## src/rtl/bcd_to_float.sv

```systemverilog
// Four-digit BCD to IEEE754 single-precision converter using reverse double-dabble.
// Optional invalid-digit detection is enabled with macro BCD_TO_FLOAT_DIGIT_CHECK_EN.
module bcd_to_float (
    input  logic        clk,
    input  logic        rst,
    input  logic        in_valid,
    output logic        in_ready,
    input  logic        sign_in,
    input  logic [15:0] bcd_in,
    output logic        out_valid,
    input  logic        out_ready,
    output logic [31:0] float_out,
    output logic        err
);

    typedef enum logic [1:0] {
        IDLE,
        CONV,
        NORM,
        OUT
    } state_t;

    state_t      state_q;
    logic [29:0] sr_q;
    logic [29:0] sr_d;
    logic        sign_q;
    logic [3:0]  cnt_q;
    logic [3:0]  k_q;
    logic [31:0] float_q;
    logic        valid_q;
    logic [7:0]  exp_w;
    logic        norm_done;

`ifdef BCD_TO_FLOAT_DIGIT_CHECK_EN
    logic        err_q;
    logic        bad_digit;

    // Any latched digit above 9 marks the operand as invalid
    always_comb begin
        bad_digit = 1'b0;
        for (int i = 0; i < 4; i++) begin
            if (sr_q[14+4*i +: 4] > 4'd9) begin
                bad_digit = 1'b1;
            end
        end
    end

    assign err = err_q;
`else
    assign err = 1'b0;
`endif

    // One reverse double-dabble step: shift right, then correct digits >= 8
    always_comb begin
        sr_d = sr_q >> 1;
        for (int i = 0; i < 4; i++) begin
            if (sr_d[14+4*i +: 4] >= 4'd8) begin
                sr_d[14+4*i +: 4] = sr_d[14+4*i +: 4] - 4'd3;
            end
        end
    end

    assign exp_w     = 8'd140 - {4'd0, k_q};
    assign norm_done = sr_q[13] || (sr_q[13:0] == 14'd0);

    assign in_ready  = (state_q == IDLE);
    assign out_valid = valid_q;
    assign float_out = float_q;

    // Control FSM with registered result, error and valid outputs
    always_ff @(posedge clk) begin
        if (rst) begin
            state_q <= IDLE;
            valid_q <= 1'b0;
            float_q <= 32'd0;
            cnt_q   <= 4'd0;
            k_q     <= 4'd0;
`ifdef BCD_TO_FLOAT_DIGIT_CHECK_EN
            err_q   <= 1'b0;
`endif
        end else begin
            unique case (state_q)
                IDLE: begin
                    if (in_valid) begin
                        sr_q    <= {bcd_in, 14'd0};
                        sign_q  <= sign_in;
                        cnt_q   <= 4'd0;
                        k_q     <= 4'd0;
                        state_q <= CONV;
                    end
                end
                CONV: begin
`ifdef BCD_TO_FLOAT_DIGIT_CHECK_EN
                    if (cnt_q == 4'd0 && bad_digit) begin
                        float_q <= 32'h7FC00000;
                        err_q   <= 1'b1;
                        valid_q <= 1'b1;
                        state_q <= OUT;
                    end else begin
`else
                    begin
`endif
                        sr_q  <= sr_d;
                        cnt_q <= cnt_q + 4'd1;
                        if (cnt_q == 4'd13) begin
                            state_q <= NORM;
                        end
                    end
                end
                NORM: begin
                    if (norm_done) begin
                        if (sr_q[13:0] == 14'd0) begin
                            float_q <= 32'd0;
                        end else begin
                            float_q <= {sign_q, exp_w,
                                        sr_q[12:0], 10'd0};
                        end
`ifdef BCD_TO_FLOAT_DIGIT_CHECK_EN
                        err_q   <= 1'b0;
`endif
                        valid_q <= 1'b1;
                        state_q <= OUT;
                    end else begin
                        sr_q[13:0] <= {sr_q[12:0], 1'b0};
                        k_q        <= k_q + 4'd1;
                    end
                end
                OUT: begin
                    if (out_ready) begin
                        valid_q <= 1'b0;
                        state_q <= IDLE;
                    end
                end
                default: state_q <= IDLE;
            endcase
        end
    end

endmodule

```

## config.mk

```make
export PLATFORM = sky130hd
export DESIGN_NAME = bcd_to_float
export DESIGN_NICKNAME = d
export VERILOG_FILES = /design/src/rtl/bcd_to_float.sv
export SDC_FILE = /design/constraint.sdc
export NUM_CORES = 1
export LEC_CHECK = 0
export CELL_PAD_IN_SITES_DETAIL_PLACEMENT = 1
export CELL_PAD_IN_SITES_GLOBAL_PLACEMENT = 1
export CORE_UTILIZATION = 40
export CTS_CLUSTER_SIZE = 30
export DETAILED_ROUTE_END_ITERATION = 6
export HOLD_SLACK_MARGIN = 0.03
export PLACE_DENSITY = 0.86
export SYNTH_ARGS = -nofsm -noshare
export SYNTH_HDL_FRONTEND = slang
export SYNTH_SLANG_ARGS = --single-unit
export TNS_END_PERCENT = 50
```

## constraint.sdc

```tcl
create_clock -name clk -period 3.65 [get_ports clk]
set_input_delay 0.73 -clock clk [delete_from_list [all_inputs] [get_ports clk]]
set_output_delay 0.73 -clock clk [all_outputs]
set_load 0.01 [all_outputs]
```

==> qor.csv, run 1 <==
stage,metric,value,unit
finish,fill_cells,854,
power,peakVddDrop,0.0002375,V
finish,fin_cells,460,
worst_setup_path,worstSetupPathDepth,6,
clock_network,clk_pin_slew_worst_paths,0.07,ns
worst_setup_path,crit_start,state_q[0],
routing,routed_wl,7.235,mm
routing,dr.first_iter.drc_count,96,
timing,fin_crit,2.502,ns
finish,n_antenna_cell,0,
worst_setup_path,start_kind,flop,
timing,hold_viol_final,0,
clock_network,post-cts-setup-buffers,0,
power,power_density,657.0,mW/mm²
worst_setup_path,end_kind,flop,
worst_setup_path,worst_ep_required_time,3.68,ns
power,leakagePower,0.001372,µW
finish,final_cell_mix,"clkdlybuf4s50_1, nor2_1, dfxtp_1",
run,maxCapViolCount,0,
global_route,grt_pass1_wl,12.45,mm
worst_setup_path,r2r_setup_slack,1.15,ns
synth,yosys.cell_types.count,45,
global_route,grt_use_total,0.1934,
global_route,grt_pass1_vias,2475,
timing,fmaxAchievable,399.7,MHz
synth,synth-seq-cells,63,
clock_network,htreeDepth,3,
finish,final_common_cell,clkdlybuf4s50_1,
clock_network,clock-sinks,63,
worst_setup_path,arrival,2.53,ns
floorplanning,die_h,90.50,µm
finish,final_area,0.003811,mm²
floorplanning,initial_utilization,0.4229,
worst_setup_path,cp_slowest_cell,and2_1,
clock_network,cts_tree,yes,
global_route,grt_max_degree,48,
finish,multi_input_area,0.001379,mm²
synth,async_flop_share,0,
routing,first_pass_iters,4,
routing,routed_via_density,5.167,
worst_setup_path,reg2reg_to,sr_q[6],
global_route,grt-ovfl-total,0,
place,gp_congestion,0.7860,
worst_setup_path,rr_startpoint,state_q[0],
worst_setup_path,endpoint,sr_q[6],
worst_setup_path,path_cells,"inv_1, ha_1, and2_1, or2_1, nor4_2, buf_4",
timing,worst_slack,1.148,ns
place,dp_cells,444,
finish,drive_gt1_frac,0.07756,
timing,hold_ws,0.4600,ns
routing,drc,0,
timing,drv_slew,0,
floorplanning,io_pins,56,
finish,nets,392,
synth,dominantRegCellSynth,dfxtp_1,
clock_network,numCtsBuffers,9,
floorplanning,row_count,31,
timing,slew_headroom,0.4751,
timing,setup_viol,0,
clock_network,cts_root_buffer,clkbuf_8,
synth,synth-edff-count,31,
synth,synth_area_per_cell,10.01,µm²
worst_setup_path,slowest_delay,0.47,ns
floorplanning,die-width,90.50,µm
worst_setup_path,cp.buffers_inverters,2,
floorplanning,die_area,0.008190,mm²
routing,ant_nets,0,
clock_network,clockBufferDepth,2,
place,place_ws,1.098,ns
worst_setup_path,r2r_cells,6,
timing,skew,0.007203,ns
worst_setup_path,path_class,reg2reg,
timing,tightest_slew,0.7874,ns
synth,yosysSeqAreaShare,0.5016,
synth,syn_inst,313,
routing,drt-wirelength-per-cell,15.73,µm
global_route,antenna_found_initial,0,
place,dp_hpwl,5.051,mm
clock_network,cts_hold_buf,0,
floorplanning,core,0.007408,mm²
worst_setup_path,cp_max_fo,19,
place,io_buffers,44,
clock_network,cts_resized,0,
place,dpl_cell_area,0.003631,mm²
timing,fin_crit_sh,0.6855,
timing,rsz0062_at_grt,no,
synth,synth_area,0.003133,mm²
worst_setup_path,critical_path.top_delay_family,simple AND/OR/NAND/NOR gates,
status,status,completed,
timing,final.setup.tns,0,ns
finish,area_delta_synth_final,21.65,%
routing,vias,2377,
synth,ys_warn_count,0,
finish,regArea,0.001572,mm²
min_path,hp-class,reg2reg,
clock_network,clkLatencyLatePin,0.34,ns
-- per-stage QoR --
step / total power, µW / utilization
floorplan: 1665 / -
global placement: 1888 / 0.4901
detailed placement: 1945 / 0.4901
CTS: 2524 / 0.5144
global route: 2665 / 0.5144
finish: 2504 / 0.5144
-- state kept, by name (all words and copies together) (netlist names) --
signal,flops
cnt_q,4
float_out,21
k_q,4
out_valid,1
sign_q,1
sr_q,30
state_q,2
-- kinds of logic after synthesis --
family	after synthesis	synth area share
AO/OA/AOI/OAI	75	0.1589
multiplexers	8	0.02716
buffers and inverters	46	0.07228
XOR/XNOR	7	0.01957
flip-flops	63	0.5016
other	1	0.001197
AND/OR/NAND/NOR	98	0.1593
adder cells (fa/ha/maj)	15	0.05990
-- worst min path at each step --
stage / startpoint / to / cells after the start
6_report: float_out[26] / float_out[26] / 2
5_1_grt: float_out[26] / float_out[26] / 2
4_1_cts: float_out[22] / float_out[22] / 2
3_5_place_dp: float_out[22] / float_out[22] / 2
3_3_place_gp: float_out[12] / float_out[12] / 2
2_1_floorplan: sign_q / float_out[31] / 2
-- Yosys cell counts (3+ instances only) --
master | number | area, µm²
xnor2_1 | 6 | 52.55
nand3_1 | 4 | 20.02
nor2_1 | 37 | 138.9
mux2i_1 | 4 | 40.04
nor2b_1 | 19 | 118.9
a22oi_1 | 28 | 210.2
nor3_1 | 3 | 15.01
clkbuf_1 | 6 | 22.52
inv_1 | 17 | 63.81
a21oi_1 | 29 | 145.1
nand2b_1 | 3 | 18.77
a21o_1 | 3 | 22.52
o22ai_1 | 3 | 18.77
o21ai_1 | 3 | 15.01
mux2_2 | 3 | 33.78
nand2_1 | 17 | 63.81
ha_1 | 15 | 187.7
dfxtp_1 | 32 | 640.6
buf_1 | 4 | 15.01
edfxtp_1 | 31 | 930.9
buf_2 | 7 | 35.03
buf_4 | 12 | 90.09
-- worst min-delay path: cells and delay by family, from the launching register on --
family	cells	cell delay, ns
flip-flops	1	0.31
AND/OR/NAND/NOR	1	0.05
AO/OA/AOI/OAI	1	0.05
-- power by group --
group          internal [µW]  switching (µW)
combinational            356             473
clock                    310             266
sequential               944             155
-- metal layers --
metal,wire length (µm),up-vias,GRT usage
li1,-,1170,-
met1,3204,1148,0.2381
met2,3693,49,0.3308
met3,237,10,0.04966
met4,99,0,0.05780
met5,0,-,0
-- layout make-up --
type                            instances  area share
Multi-Input combinational cell        214      0.3618
Clock buffer                           11     0.03447
Inverter                               17     0.01674
Timing Repair Buffer                   51      0.1293
Sequential cell                        63      0.4123
Tap cell                               99     0.03250
Clock inverter                          5     0.01280
Note: power is estimated with default switching activity, not from simulation.
==> run 2: changes to the inputs <==
==> constraint.sdc (replaced) <==
create_clock -name clk -period 2.5 [get_ports clk]
set_input_delay 0.5 -clock clk [delete_from_list [all_inputs] [get_ports clk]]
set_output_delay 0.5 -clock clk [all_outputs]
set_load 0.01 [all_outputs]
==> run 2 against run 1 <==
Net effect: worst setup slack worse by 0.96 ns; cell area is 1.2% higher; critical path depth is 1 higher; worst hold slack worse by 0.0075 ns; sequential cell count stayed put; wire length is 8.7% higher; die area stayed put; global-route usage is 1.3 points higher; critical path type unchanged; clock power is 52% higher; largest power group unchanged; critical endpoint unchanged.
==> qor.csv, run 2 (synthesis gave the netlist of run 1 again) <==
stage,metric,value,unit,change
floorplanning,initial_utilization,0.4229,,unchanged
power,power_density,974.3,mW/mm²,+48%
global_route,grt_use_total,0.2067,,+0.01337
timing,final.setup.tns,0,ns,unchanged
finish,final_cell_mix,"clkdlybuf4s50_1, nor2_1, dfxtp_1",,
floorplanning,io_pins,56,,unchanged
timing,hold_ws,0.4525,ns,-0.007492 ns
power,p_int,2383,µW,+48%
power,power.share.clock,0.233,,+0.003
global_route,grt-ovfl-total,0,,unchanged
floorplanning,core,0.007408,mm²,unchanged
finish,multi_input_area,0.001388,mm²,+0.64%
floorplanning,row_count,31,,unchanged
power,peakVddDrop,0.0004630,V,+95%
timing,worst_slack,0.1877,ns,-0.9602 ns
power,power.switching,1377,µW,+54%
clock_network,clockBufferDepth,2,,unchanged
finish,fill_cells,844,,-1.2%
power,seqPwrFrac,0.428,,-0.011
place,dp_hpwl,5.515,mm,+9.2%
clock_network,clock-sinks,63,,unchanged
clock_network,cts_tree,yes,,
finish,drive_gt1_frac,0.09315,,+0.01559
finish,area_delta_synth_final,23.16,%,
clock_network,clk_pin_slew_worst_paths,0.07,ns,about the same
timing,tightest_slew,0.5671,ns,-0.2203 ns
timing,drv_slew,0,,unchanged
global_route,grt_max_degree,37,,-23%
routing,routed_via_density,5.269,,+2.0%
finish,n_antenna_cell,0,,unchanged
finish,fin_cells,464,,+0.87%
clock_network,cts_resized,0,,unchanged
clock_network,numCtsBuffers,9,,unchanged
clock_network,cts_hold_buf,0,,unchanged
worst_setup_path,worst_ep_required_time,2.55,ns,-1.13 ns
global_route,grt_pass1_vias,2592,,+4.7%
finish,largest_reg_flops,30,,unchanged
timing,fin_crit,2.312,ns,-0.1898 ns
power,p_total,3760,µW,+50%
timing,setup_viol,0,,unchanged
place,dp_cells,448,,+0.90%
floorplanning,die_area,0.008190,mm²,unchanged
worst_setup_path,path_class,reg2reg,,
floorplanning,die-width,90.50,µm,unchanged
clock_network,htreeDepth,3,,unchanged
status,status,completed,,
routing,drc,0,,unchanged
power,p_sw_frac,0.3662,,+0.009278
clock_network,clkLatencyLatePin,0.35,ns,about the same
place,place_ws,0.1713,ns,-0.9271 ns
finish,regArea,0.001572,mm²,unchanged
finish,final_common_cell,clkdlybuf4s50_1,,
timing,rsz0062_at_grt,no,,
finish,top_register,sr_q,,
worst_setup_path,cp_max_fo,14,,-5
place,gp_congestion,0.7993,,+1.7%
routing,first_pass_iters,4,,unchanged
place,io_buffers,44,,unchanged
min_path,hp-class,reg2reg,,
finish,nets,396,,+1.0%
clock_network,cts_root_buffer,clkbuf_8,,
clock_network,post-cts-setup-buffers,0,,unchanged
routing,drt-wirelength-per-cell,16.95,µm,+7.8%
worst_setup_path,slowest_delay,0.38,ns,-0.09 ns
worst_setup_path,cp_slowest_cell,dfxtp_1,,
floorplanning,die_h,90.50,µm,unchanged
global_route,grt_pass1_wl,13.12,mm,+5.4%
power,pwr-share-comb,0.339,,+0.008
worst_setup_path,path_cells,"inv_1, ha_1, nor4b_1, and4_1, or2_1, nor4_4, buf_4",,
worst_setup_path,cp.buffers_inverters,2,,unchanged
routing,vias,2445,,+2.9%
timing,slew_headroom,0.6179,,+0.1429
worst_setup_path,arrival,2.36,ns,-0.17 ns
routing,ant_nets,0,,unchanged
worst_setup_path,end_kind,flop,,
timing,hold_viol_final,0,,unchanged
power,leakagePower,0.001395,µW,+1.7%
timing,fmaxAchievable,432.5,MHz,+8.2%
timing,skew,0.007081,ns,-0.0001222 ns
routing,routed_wl,7.866,mm,+8.7%
global_route,antenna_found_initial,0,,unchanged
worst_setup_path,critical_path.top_delay_family,simple AND/OR/NAND/NOR gates,,
routing,dr.first_iter.drc_count,111,,+16%
run,maxCapViolCount,0,,unchanged
timing,fin_crit_sh,0.9249,,+0.2394
worst_setup_path,start_kind,flop,,
[run 2: layout make-up]
| class | count | area share |
|---|---|---|
| clock buffer | 10 | 0.03307 |
| clock inverter | 6 | 0.01589 |
| inverter | 17 | 0.01654 |
| multi-input combinational | 214 | 0.3596 |
| sequential | 63 | 0.4073 |
| tap | 99 | 0.03210 |
| timing repair buffer | 55 | 0.1355 |
[run 2: layer usage]
| metal | GRT usage | part of all wire | wire length (µm) | vias up |
|---|---|---|---|---|
| li1 | - | - | - | 1172 |
| met1 | 0.2452 | 0.43 | 3346 | 1200 |
| met2 | 0.3573 | 0.51 | 4025 | 57 |
| met3 | 0.04882 | 0.044 | 345 | 16 |
| met4 | 0.08468 | 0.019 | 148 | 0 |
| met5 | 0 | 0 | 0 | - |
[run 2: worst paths after layout]
check / start / end / slack (ns) / cells past startpoint
max: state_q[0] / sr_q[6] / 0.19 / 7
max reg2reg: state_q[0] / sr_q[6] / 0.19 / 7
min: float_out[28] / float_out[28] / 0.45 / 2
min reg2reg: float_out[28] / float_out[28] / 0.45 / 2
[run 2: worst reg2reg max path, stage by stage (launching register included)]
cell and delay, ns:
dfxtp_1 0.38, inv_1 0.09, ha_1 0.29, nor4b_1 0.18, and4_1 0.23, or2_1 0.32
nor4_4 0.24, buf_4 0.27
[run 2: power by group through the flow]
| stage | registers (µW) | logic, µW | clock network (µW) |
|---|---|---|---|
| finish | 1610 | 1280 | 875 |
| global route | 1640 | 1410 | 934 |
| global placement | 1600 | 1200 | 0 |
| detailed placement | 1620 | 1260 | 0 |
| floorplan | 1570 | 879 | 0 |
| CTS | 1610 | 1290 | 892 |
[run 2: stage by stage]
| step | instance area, µm² | util |
|---|---|---|
| final | 3859 | 0.5209 |
| after global placement | 3670 | 0.4954 |
| after CTS | 3859 | 0.5209 |
| after global routing | 3859 | 0.5209 |
| after detailed placement | 3670 | 0.4954 |
| after floorplan | 3186 | - |
==> run 3: changes to the inputs <==
==> constraint.sdc (replaced) <==
create_clock -name clk -period 2.2 [get_ports clk]
set_input_delay 0.44 -clock clk [delete_from_list [all_inputs] [get_ports clk]]
set_output_delay 0.44 -clock clk [all_outputs]
set_load 0.01 [all_outputs]
==> run 3 against run 2 <==
Net effect: total power increased by 18%; count of clock-buffer cells in the layout rose by 4; sequential cell count unchanged; register-to-register slack worse by 0.06 ns; critical path type is now reg2out; critical endpoint is now in_ready; largest power group unchanged.
==> qor.csv, run 3 (synthesis gave the netlist of run 1 again) <==
stage,metric,value,unit,change
finish,area_delta_synth_final,25.24,%,
power,leakagePower,0.001422,µW,+1.9%
timing,fin_crit_sh,0.9563,,
worst_setup_path,start_kind,flop,,
floorplanning,io_pins,56,,unchanged
worst_setup_path,path_cells,"inv_1, ha_2, clkdlybuf4s50_1",,
global_route,grt_pass1_vias,2610,,+0.69%
clock_network,clk_pin_slew_worst_paths,0.07,ns,about the same
floorplanning,die-width,90.50,µm,unchanged
floorplanning,row_count,31,,unchanged
place,dp_hpwl,5.385,mm,-2.4%
finish,fill_cells,840,,-0.47%
worst_setup_path,rr_startpoint,state_q[0],,
worst_setup_path,cp_max_fo,8,,-6
global_route,grt_use_total,0.1998,,-0.006958
routing,dr.first_iter.drc_count,80,,-28%
timing,slew_headroom,0.5846,,-0.03332
clock_network,htreeDepth,3,,unchanged
timing,drv_slew,0,,unchanged
worst_setup_path,reg2reg_to,sr_q[0],,
worst_setup_path,r2r_setup_slack,0.13,ns,-0.06 ns
timing,fin_crit,2.104,ns,
worst_setup_path,cp.buffers_inverters,2,,unchanged
place,dp_cells,450,,+0.45%
clock_network,numCtsBuffers,9,,unchanged
worst_setup_path,cp_slowest_cell,clkdlybuf4s50_1,,
worst_setup_path,critical_path.top_delay_family,buffers and inverters,,
routing,routed_wl,7.646,mm,-2.8%
finish,largest_reg_flops,30,,unchanged
clock_network,post-cts-setup-buffers,0,,unchanged
run,maxCapViolCount,0,,unchanged
floorplanning,die_area,0.008190,mm²,unchanged
routing,first_pass_iters,4,,unchanged
global_route,grt_pass1_wl,12.94,mm,-1.3%
timing,skew,0.008541,ns,+0.001460 ns
clock_network,clockBufferDepth,2,,unchanged
worst_setup_path,worst_ep_required_time,1.76,ns,-0.79 ns
timing,setup_viol,0,,unchanged
timing,rsz0062_at_grt,no,,
finish,final_cell_mix,"clkdlybuf4s50_1, nor2_1, dfxtp_1",,
worst_setup_path,slowest_delay,0.57,ns,+0.19 ns
finish,fin_cells,466,,+0.43%
worst_setup_path,worstSetupPathDepth,3,,-4
min_path,hp-class,reg2reg,,
clock_network,cts_tree,yes,,
power,peakVddDrop,0.0004679,V,+1.1%
finish,drive_gt1_frac,0.1035,,+0.01039
timing,tightest_slew,0.6166,ns,+0.04946 ns
floorplanning,die_h,90.50,µm,unchanged
routing,ant_nets,0,,unchanged
clock_network,cts_root_buffer,clkbuf_8,,
worst_setup_path,arrival,1.66,ns,-0.70 ns
worst_setup_path,path_class,reg2out,,
worst_setup_path,r2r_cells,7,,unchanged
routing,drt-wirelength-per-cell,16.41,µm,-3.2%
worst_setup_path,crit_start,state_q[0],,
floorplanning,initial_utilization,0.4229,,unchanged
finish,fin_util,0.5296,,+0.008782
routing,routed_via_density,5.258,,-0.23%
clock_network,clkLatencyLatePin,0.34,ns,about the same
power,power_density,1129,mW/mm²,+16%
routing,vias,2450,,+0.20%
finish,final_common_cell,clkdlybuf4s50_1,,
status,status,completed,,
timing,final.setup.tns,0,ns,unchanged
finish,nets,398,,+0.51%
power,p_total,4430,µW,+18%
timing,fmaxAchievable,475.3,MHz,
place,gp_congestion,0.8140,,+1.8%
global_route,grt_max_degree,35,,-5.4%
timing,hold_viol_final,0,,unchanged
routing,drc,0,,unchanged
clock_network,clock-sinks,63,,unchanged
floorplanning,core,0.007408,mm²,unchanged
worst_setup_path,endpoint,in_ready,,
finish,n_antenna_cell,0,,unchanged
finish,top_register,sr_q,,
worst_setup_path,end_kind,output port,,
global_route,grt-ovfl-total,0,,unchanged
place,io_buffers,44,,unchanged
global_route,antenna_found_initial,0,,unchanged
-- run 3: area by class of cell --
class	instances	area [µm²]	area share
Sequential cell	63	1572	0.4005
Clock buffer	14	183.9	0.04687
Multi-Input combinational cell	214	1395	0.3555
Timing Repair Buffer	57	550.5	0.1403
Tap cell	99	123.9	0.03157
Clock inverter	2	35.03	0.008929
Inverter	17	63.81	0.01626
-- run 3: how the worst min path moves through the flow --
| stage | startpoint | endpoint | slack, ns | depth (start not counted) |
|---|---|---|---|---|
| floorplan | sign_q | float_out[31] | 0.47 | 2 |
| global placement | float_out[28] | float_out[28] | 0.44 | 2 |
| detailed placement | float_out[26] | float_out[26] | 0.45 | 2 |
| CTS | float_out[22] | float_out[22] | 0.46 | 2 |
| global route | float_out[28] | float_out[28] | 0.48 | 2 |
| finish | float_out[22] | float_out[22] | 0.46 | 2 |
-- run 3: per-stage QoR --
| stage | setup WS, ns | hold slack [ns] | area (µm²) |
|---|---|---|---|
| 3_5_place_dp | 0.1064 | 0.4458 | 3702 |
| 4_1_cts | 0.001788 | 0.4633 | 3921 |
| 3_3_place_gp | 0.1408 | 0.4402 | 3702 |
| 2_1_floorplan | 0.0009189 | 0.4719 | 3191 |
| 5_1_grt | 0.02316 | 0.4843 | 3924 |
| 6_report | 0.09604 | 0.4626 | 3924 |
-- run 3: layer usage --
metal | share of wire | vias up | global-route usage | routed length [µm]
met5 | 0 | - | 0 | 0
met4 | 0.022 | 0 | 0.08468 | 167
met3 | 0.040 | 15 | 0.04630 | 307
met2 | 0.49 | 65 | 0.3333 | 3782
met1 | 0.44 | 1192 | 0.2465 | 3389
li1 | - | 1178 | - | -
-- run 3: worst reg2reg max path, delay by kind of cell, from the launching register on --
| kind | cells | cell delay, ns |
|---|---|---|
| simple gates | 4 | 0.78 |
| flops | 1 | 0.40 |
| buf+inv | 2 | 0.38 |
| fa+ha+maj | 1 | 0.22 |
-- run 3: where the power goes --
| group | switching, µW | internal, µW | total, µW |
|---|---|---|---|
| Combinational | 834 | 665 | 1500 |
| Sequential | 263 | 1570 | 1830 |
| Clock | 447 | 654 | 1100 |
| Total | 1540 | 2890 | 4430 |
-- run 3: timing repair --
| action | 4_1_cts | 5_1_grt |
|---|---|---|
| setup endpoints to repair | 0 | 1 |
| resized for setup | 0 | 1 |
| endpoints found under the hold margin | 0 | 0 |
| hold buffers | 0 | 0 |
